`config.mk`:
```
export PLATFORM = sky130hd
export DESIGN_NAME = pow_5_share_arbiter
export DESIGN_NICKNAME = d
export VERILOG_FILES = /design/src/rtl/pow_5_arb_pkg.sv /design/src/rtl/pow_5_share_arbiter_rr.sv /design/src/rtl/pow_5_share_arbiter.sv
export SDC_FILE = /design/constraint.sdc
export NUM_CORES = 1
export LEC_CHECK = 0
export ABC_AREA = 1
export ABC_CLOCK_PERIOD_IN_PS = 2400
export CELL_PAD_IN_SITES_DETAIL_PLACEMENT = 0
export CELL_PAD_IN_SITES_GLOBAL_PLACEMENT = 2
export CORE_MARGIN = 3
export CORE_UTILIZATION = 30
export DETAILED_ROUTE_END_ITERATION = 10
export DONT_BUFFER_PORTS = 1
export PLACE_DENSITY_LB_ADDON = 0.1
export SYNTH_ARGS = -nofsm -noshare
export SYNTH_HDL_FRONTEND = slang
export SYNTH_HIERARCHICAL = 1
export SYNTH_SLANG_ARGS = --single-unit
export TNS_END_PERCENT = 30
```
`constraint.sdc`:
```
create_clock -name clk -period 2.4 [get_ports clk]
set_input_delay 0.72 -clock clk [delete_from_list [all_inputs] [get_ports clk]]
set_output_delay 0.72 -clock clk [all_outputs]
set_load 0.02 [all_outputs]
```
`src/rtl/pow_5_arb_pkg.sv`:
```
// Shared definitions for the pow_5 share arbiter: defaults, clog2 and the tag record.
package pow_5_arb_pkg;

  localparam int unsigned N_DEF   = 4;
  localparam int unsigned W_DEF   = 8;
  localparam int unsigned LAT_DEF = 4;

  // Widest requester ID supported (N up to 8).
  localparam int unsigned IDW_MAX = 3;

  // Ceiling log2; returns 0 for v <= 1.
  function automatic int unsigned clog2(input int unsigned v);
    int unsigned r;
    r = 0;
    for (int unsigned i = 0; i < 32; i++) begin
      if ((32'd1 << i) < v) r = i + 1;
    end
    return r;
  endfunction

  // One shadow-pipeline entry: does this slot carry an operation, and whose is it.
  typedef struct packed {
    logic               vld;
    logic [IDW_MAX-1:0] id;
  } tag_t;

endpackage

```
`src/rtl/pow_5_share_arbiter_rr.sv`:
```
// Combinational round-robin arbiter: first requester after i_ptr (mod N) wins.
module rr_arbiter_n
  import pow_5_arb_pkg::*;
#(
  parameter int unsigned N   = N_DEF,
  parameter int unsigned IDW = clog2(N)
) (
  input  logic [N-1:0]   i_req,
  input  logic [IDW-1:0] i_ptr,
  input  logic           i_en,
  output logic [N-1:0]   o_grant,
  output logic [IDW-1:0] o_id
);

  // Scan offsets 1..N from the pointer so the last winner has lowest priority.
  always_comb begin
    logic        w_found;
    int unsigned w_idx;
    o_grant = '0;
    o_id    = '0;
    w_found = 1'b0;
    w_idx   = 0;
    for (int unsigned k = 1; k <= N; k++) begin
      w_idx = (int'(i_ptr) + k) % N;
      if (i_en && !w_found && i_req[w_idx]) begin
        o_grant[w_idx] = 1'b1;
        o_id           = IDW'(w_idx);
        w_found        = 1'b1;
      end
    end
  end

endmodule

```
`src/rtl/pow_5_share_arbiter.sv`:
```
// Shares one in-order pow_5 pipeline among N requesters with round-robin admission.
// A shadow tag shift register tracks each operation's owner so results return tagged.
// Optional grant statistics are compiled in when POW5_ARB_STATS_EN is defined.
module pow_5_share_arbiter
  import pow_5_arb_pkg::*;
#(
  parameter int unsigned N   = N_DEF,
  parameter int unsigned W   = W_DEF,
  parameter int unsigned LAT = LAT_DEF,
  parameter int unsigned IDW = clog2(N)
) (
  input  logic             clk,
  input  logic             rst,
  input  logic             clk_en,
  input  logic [N-1:0]     req_vld,
  input  logic [N*W-1:0]   req_arg,
  output logic [N-1:0]     req_rdy,
  output logic             pipe_arg_vld,
  output logic [W-1:0]     pipe_arg,
  input  logic             pipe_res_vld,
  input  logic [5*W-1:0]   pipe_res,
  output logic             res_vld,
  output logic [IDW-1:0]   res_id,
  output logic [5*W-1:0]   res,
  output logic             busy,
  output logic             tag_err
`ifdef POW5_ARB_STATS_EN
  ,
  input  logic [IDW-1:0]   stat_sel,
  input  logic             stat_clr,
  output logic [15:0]      stat_cnt
`endif
);

  logic [IDW-1:0] r_ptr;
  logic           r_pipe_vld;
  logic [W-1:0]   r_pipe_arg;
  tag_t           r_tag [LAT+1];
  logic           r_res_vld;
  logic [IDW-1:0] r_res_id;
  logic [5*W-1:0] r_res;
  logic           r_tag_err;

  logic [N-1:0]   w_grant;
  logic [IDW-1:0] w_gid;
  logic           w_any;
  logic [W-1:0]   w_arg;
  tag_t           w_tag0;
  tag_t           w_tail;
  logic           w_busy;
  logic           w_unused_tail_id;

  rr_arbiter_n #(
    .N   (N),
    .IDW (IDW)
  ) u_rr (
    .i_req   (req_vld),
    .i_ptr   (r_ptr),
    .i_en    (clk_en),
    .o_grant (w_grant),
    .o_id    (w_gid)
  );

  assign w_any   = |w_grant;
  assign w_arg   = req_arg[int'(w_gid)*W +: W];
  assign w_tag0  = '{vld: w_any, id: IDW_MAX'(w_gid)};
  assign w_tail  = r_tag[LAT];
  // Upper ID bits are zero when IDW < IDW_MAX.
  assign w_unused_tail_id = ^w_tail.id;

  // Round-robin pointer: remembers the last granted requester.
  always_ff @(posedge clk) begin
    if (rst) begin
      r_ptr <= IDW'(N - 1);
    end else if (w_any) begin
      r_ptr <= w_gid;
    end
  end

  // Datapath launch registers and tag shadow pipeline, advancing only when enabled.
  always_ff @(posedge clk) begin
    if (rst) begin
      r_pipe_vld <= 1'b0;
      r_pipe_arg <= '0;
      for (int i = 0; i <= LAT; i++) r_tag[i] <= '0;
    end else if (clk_en) begin
      r_pipe_vld <= w_any;
      if (w_any) r_pipe_arg <= w_arg;
      r_tag[0] <= w_tag0;
      for (int i = 1; i <= LAT; i++) r_tag[i] <= r_tag[i-1];
    end
  end

  // Result capture; res_vld is a single-cycle pulse regardless of clk_en afterwards.
  always_ff @(posedge clk) begin
    if (rst) begin
      r_res_vld <= 1'b0;
      r_res_id  <= '0;
      r_res     <= '0;
    end else begin
      r_res_vld <= 1'b0;
      if (clk_en && pipe_res_vld) begin
        r_res_vld <= 1'b1;
        r_res     <= pipe_res;
        r_res_id  <= w_tail.id[IDW-1:0];
      end
    end
  end

  // Sticky flag: datapath valid and shadow tag valid disagree.
  always_ff @(posedge clk) begin
    if (rst) begin
      r_tag_err <= 1'b0;
    end else if (clk_en && (w_tail.vld != pipe_res_vld)) begin
      r_tag_err <= 1'b1;
    end
  end

  // Anything launched or still travelling through the shadow pipeline.
  always_comb begin
    w_busy = r_pipe_vld;
    for (int i = 0; i <= LAT; i++) w_busy = w_busy | r_tag[i].vld;
  end

`ifdef POW5_ARB_STATS_EN
  logic [15:0] r_cnt [N];

  // Per-requester saturating grant counters; clear beats a same-cycle grant.
  always_ff @(posedge clk) begin
    if (rst || stat_clr) begin
      for (int i = 0; i < N; i++) r_cnt[i] <= '0;
    end else begin
      for (int i = 0; i < N; i++) begin
        if (w_grant[i] && (r_cnt[i] != 16'hFFFF)) r_cnt[i] <= r_cnt[i] + 16'd1;
      end
    end
  end

  assign stat_cnt = (int'(stat_sel) < N) ? r_cnt[stat_sel] : 16'd0;
`endif

  assign req_rdy      = w_grant;
  assign pipe_arg_vld = r_pipe_vld;
  assign pipe_arg     = r_pipe_arg;
  assign res_vld      = r_res_vld;
  assign res_id       = r_res_id;
  assign res          = r_res;
  assign busy         = w_busy;
  assign tag_err      = r_tag_err;

endmodule
```
=== Word-level counts from Yosys, hierarchy flattened ===
Memory sizes are Yosys's and may differ from the RTL's.
Index checks and enable logic that the tools add are counted.

* Flip-flop bits (word level): 55
* Memory bits (writable): 20
* Input bits: 80
* Logic and storage cells: 91
* Memories kept: 1

{| class="wikitable"
|+ Memory list
! name !! words !! width !! read ports !! clocked after Yosys merged registers in !! wr ports !! line !! source
|-
| r_tag || 5 || 4 || 5 || 0 || 5 || pow_5_share_arbiter.sv:38 || <nowiki>tag_t r_tag [LAT+1];</nowiki>
|}

* Add/sub/neg operators: 4
* $lt $le $gt $ge: 8
* Eq/ne operators: 1
* Shift-type cells: 1
* Muxes and demuxes: 38
* Bitwise gates (word level): 13
* Reductions and logical operators: 18

{| class="wikitable"
|+ Operator list
! operator !! number
|-
| 4-bit 2-to-1 mux || 9
|-
| 32-bit by 6-bit indexed part select with 8-bit output || 1
|-
| 1-bit 2-to-1 mux || 17
|-
| 1-bit logical AND || 13
|-
| 2-bit by 3-bit less-than comparator with 1-bit output (second input constant) || 4
|-
| 4-bit OR || 3
|-
| 1-bit OR || 10
|-
| 1-bit binary-select mux with 2-bit select || 4
|-
| 1-bit demux with 2-bit select || 4
|-
| 2-bit by 1-bit >= comparator with 1-bit output (second input constant) || 4
|-
| 2-bit 2-to-1 mux || 4
|-
| 2-bit by 1-bit adder with 2-bit output (second input constant) || 2
|-
| 2-bit adder (second input constant) || 2
|-
| 4-bit OR reduction || 1
|-
| 1-bit logical NOT || 3
|-
| 2-bit AND reduction || 1
|-
| 1-bit != test || 1
|}

=== Logic depth before layout (Yosys ltp) ===
* Depth after elaboration: 19
* Depth in mapped cells: 18

=== Modules after synthesis ===
The synthesis kept the hierarchy.

{| class="wikitable"
|+ Modules (own cells, without submodules)
! module !! instances !! cells an instance !! area each (sq um)
|-
| pow_5_share_arbiter || 1 || 399 || 2,947.8
|-
| rr_arbiter_n || 1 || 82 || 484.2
|}

=== Worst setup path before layout ===
Ideal clock, no wire load.

* Path kind: reg-to-output
* Start point: reg r_ptr[0]
* End point: out req_rdy[0]
* Data arrival time: 1.860 ns
* Required time: 1.680 ns
* Setup slack: -0.180 ns
* Stages on the path, launching flop included: 11
* Path buffers: 1
* Cell sequence: dfxtp_1 > inv_2 > ha_1 > inv_1 > nand3_2 > nand2_4 > nand2_2 > nor2_4 > buf_6 > nand3_1 > nand3_1

* Longest elaborated chain between the ends: 17

{| class="wikitable"
|+ Ends and longest elaborated chain
! what !! line !! source
|-
| start, declared || pow_5_share_arbiter.sv:35 || <nowiki>logic [IDW-1:0] r_ptr;</nowiki>
|-
| start signal, assigned || pow_5_share_arbiter.sv:74 || <nowiki>r_ptr <= IDW'(N - 1);</nowiki>
|-
| start signal, assigned || pow_5_share_arbiter.sv:76 || <nowiki>r_ptr <= w_gid;</nowiki>
|-
| branches (longest 16 deep; another with 2-bit by 3-bit less-than comparator with 1-bit output) || -- ||
|-
| 4-bit 2-to-1 mux (*) || pow_5_share_arbiter_rr.sv:25 || <nowiki>if (i_en && !w_found && i_req[w_idx]) begin</nowiki>
|-
| end, declared || pow_5_share_arbiter.sv:17 || <nowiki>output logic [N-1:0] req_rdy,</nowiki>
|}

Mark *: on every way between the ends. The select of a mux whose other input is x is not followed.

=== Final worst setup path ===
* Start point: reg r_ptr[0]
* End point: out req_rdy[1]

Same word-level chain as after synthesis.

==> results.ini <==
[timing]
skew_ps = 5.01
setup_violations = 4
holdWs_ps = 470
tightest_slew_ps = 626
finalMaxSlewViolations = 0
grt_setup_unrepaired = true
hold_viol = 0
post-route-min-period_ps = 2570
fmax_ghz = 0.389
maxSlewHeadroom = 0.582
timing.final.ws_setup_ps = -173
min_period_over_period = 1.07

[synthesis]
synth_adder_area_share = 0.0255
synth_nets = 568
syn_inst = 481
seq_area_frac_synth = 0.452
ys_seq_elements = 70
syn-cell-area_um2 = 3430
synth_xor_xnor_area_share = 0
synth_cell_types = 26
synth_mux_area_frac = 0
ys.warnings.count = 6
syn_area_per_cell_um2 = 7.14
synth-compound-area-share = 0.0671
synth_top_family_by_area = simple AND/OR/NAND/NOR gates
yosys.area_share.simple = 0.332

[routing]
drcViolationCount = 0
routedWlPerCell_um = 14.0
dr.pass1.iters = 6
vias_per_cell = 4.55
wl_mm = 9.04
first_iter_violations = 176
routed-via-count = 2936
antenna_left = 0

[critical_path]
reg2reg_to = pipe_arg[5]$_SDFFE_PP0P_
r2r_setup_slack_ps = 180
critical_path_peak_fanout = 5
critical_path_class = flop to output pin
worstReg2RegStart = r_ptr[0]$_SDFFE_PP1P_
reg2reg_depth = 16
start_kind = flop
cp.arrival_ps = 1850
cp.required_ps = 1680
end_kind = output pin

[floorplanning]
die_area_um2 = 12800
num_io_pins = 138
die_y_um = 113
row_count = 38
fp.dieW_um = 113
start_util = 0.311
coreArea_um2 = 11000

[clock_tree]
clkSinkCount = 70
h-tree-depth = 3
postCtsHoldBufs = 0
cts_buffers = 9
worstSkewPairLatency_ps = 320
path_clk_slew_ps = 50
cts_buffer_depth = 2
root_buffer = clkbuf_16
cts_tree = yes

[cells_and_area]
areaGrowthSynthToFinish_pct = 18.8
drive_above_1_share = 0.160
diodes = 0
nets = 587

[global_routing]
grt-ovfl-total = 0
grt_usage = 0.143
grt_pass1_wl_mm = 14.4
antenna_found_initial = 0
grt_max_degree = 46
grt_pass1_vias = 2868

[hold_path]
hold_depth = 1
hold_path_end = tag_err$_SDFFE_PP0P_
hp-class = input pin to flop
min-delay-start = rst

[pwr]
p_leak_nw = 1.87
switching_share = 0.403
power_density_nw_per_um2 = 1230
seqPwrFrac = 0.330
combPwrFrac = 0.442
clkPwrFrac = 0.228
peakVddDrop_v = 0.000582
switching_power_mw = 2.02
internal_power_mw = 2.99

[status]
violations = setup timing
status = finished, violations left

[place]
dp_hpwl_mm = 6.38
port_buffers = 0
dpl_worst_slack_ps = -33.0
place_congestion = 0.757

[job]
maxCapViolCount = 0

-- what timing repair did --
item,CTS,global route
setup endpoints to repair,4,13
cloned,1,0
pin swaps,10,8
resized for setup,16,3
buffers inserted,6,3
-- cells in the mapped netlist, drive strengths merged --
cell type | instances | share of area
a21oi | 2 | 0.0029
and2 | 1 | 0.0018
buf | 14 | 0.035
clkbuf | 6 | 0.0077
clkinv | 5 | 0.0058
dfxtp | 55 | 0.32
edfxtp | 15 | 0.13
ha | 7 | 0.026
inv | 67 | 0.075
nand2 | 73 | 0.086
nand3 | 46 | 0.071
nand4 | 7 | 0.013
nor2 | 139 | 0.16
o21ai | 44 | 0.064
-- power groups by stage --
stage / clock (mW) / combinational, mW / sequential, mW
3_5_place_dp: 0 / 1.92 / 1.68
4_1_cts: 1.19 / 2.16 / 1.66
3_3_place_gp: 0 / 1.92 / 1.68
6_report: 1.14 / 2.21 / 1.65
5_1_grt: 1.24 / 2.49 / 1.67
2_1_floorplan: 0 / 1.38 / 1.65
-- per-layer routing --
metal	wire length, µm	track usage	up-vias	share of wire
met5	0	0	-	0
met4	86	0.0513	0	0.0095
met3	818	0.0594	6	0.090
met2	4230	0.229	106	0.47
met1	3900	0.172	1294	0.43
li1	-	-	1530	-
-- through the flow --
step                      power, mW  cell area (µm²)  TNS (ps)  instances  utilization
after detailed placement       3.60             3670     -76.7        619        0.332
after global placement         3.60             3670         0        619        0.332
after global routing           5.40             4080      -972        645        0.370
after CTS                      5.00             4050      -590        642        0.367
final                          5.00             4080      -573        645        0.370
after floorplan                3.04             3450         0        481            -
-- worst max-delay path: stages, from the launching register on --
cell and delay [ps]:
dfxtp_2 330, inv_2 50, ha_4 270, inv_4 80
nand3_4 70, nand2_4 110, nand2_4 80, nor2_4 170
nand3_2 140, nand3_4 120, buf_12 110
-- layout by cell type (no fill, tap or decap), types with 3 or more instances in the layout --
| cell type | n |
|---|---|
| buf_12 | 4 |
| nand2_1 | 64 |
| buf_4 | 23 |
| ha_1 | 6 |
| inv_2 | 8 |
| nand3_1 | 35 |
| o21ai_0 | 38 |
| clkinv_1 | 4 |
| clkbuf_1 | 5 |
| nand3_2 | 8 |
| inv_4 | 4 |
| edfxtp_1 | 15 |
| nand3_4 | 3 |
| inv_1 | 56 |
| nor2_2 | 3 |
| nand2_2 | 7 |
| clkbuf_16 | 9 |
| dfxtp_1 | 53 |
| nor2_4 | 4 |
| o21ai_1 | 6 |
| nand4_1 | 7 |
| nor2_1 | 133 |
-- worst max path at each step --
stage	start	end	slack (ps)	cells past startpoint
final	r_ptr[0]$_SDFFE_PP1P_	req_rdy[1]	-170	10
after global routing	r_ptr[0]$_SDFFE_PP1P_	req_rdy[1]	-270	10
after CTS	r_ptr[1]$_SDFFE_PP1P_	req_rdy[1]	-160	10
after detailed placement	r_ptr[0]$_SDFFE_PP1P_	req_rdy[1]	-30	10
after global placement	req_vld[0]	req_rdy[0]	20	7
after floorplan	r_ptr[0]$_SDFFE_PP1P_	req_rdy[0]	10	10
-- sequential cells by signal (all words and copies together), names as in the netlist --
name and flops:
pipe_arg 8, pipe_arg_vld 1, r_ptr 2, r_tag 15
res 40, res_id 2, res_vld 1, tag_err 1
-- layout make-up --
type | instances | area (µm²)
Fill cell | 1201 | 6950
Multi-Input combinational cell | 320 | 1560
Sequential cell | 70 | 1550
Inverter | 72 | 280
Timing Repair Buffer | 27 | 253
Clock buffer | 14 | 244
Tap cell | 140 | 175
Clock inverter | 2 | 10.0
-- logic make-up after synthesis --
family	Yosys count
adder cells (fa/ha/maj)	7
buffers and inverters	92
flip-flops	70
AO/OA/AOI/OAI	46
AND/OR/NAND/NOR	266
No activity file was read; power rests on OpenSTA's default activity.
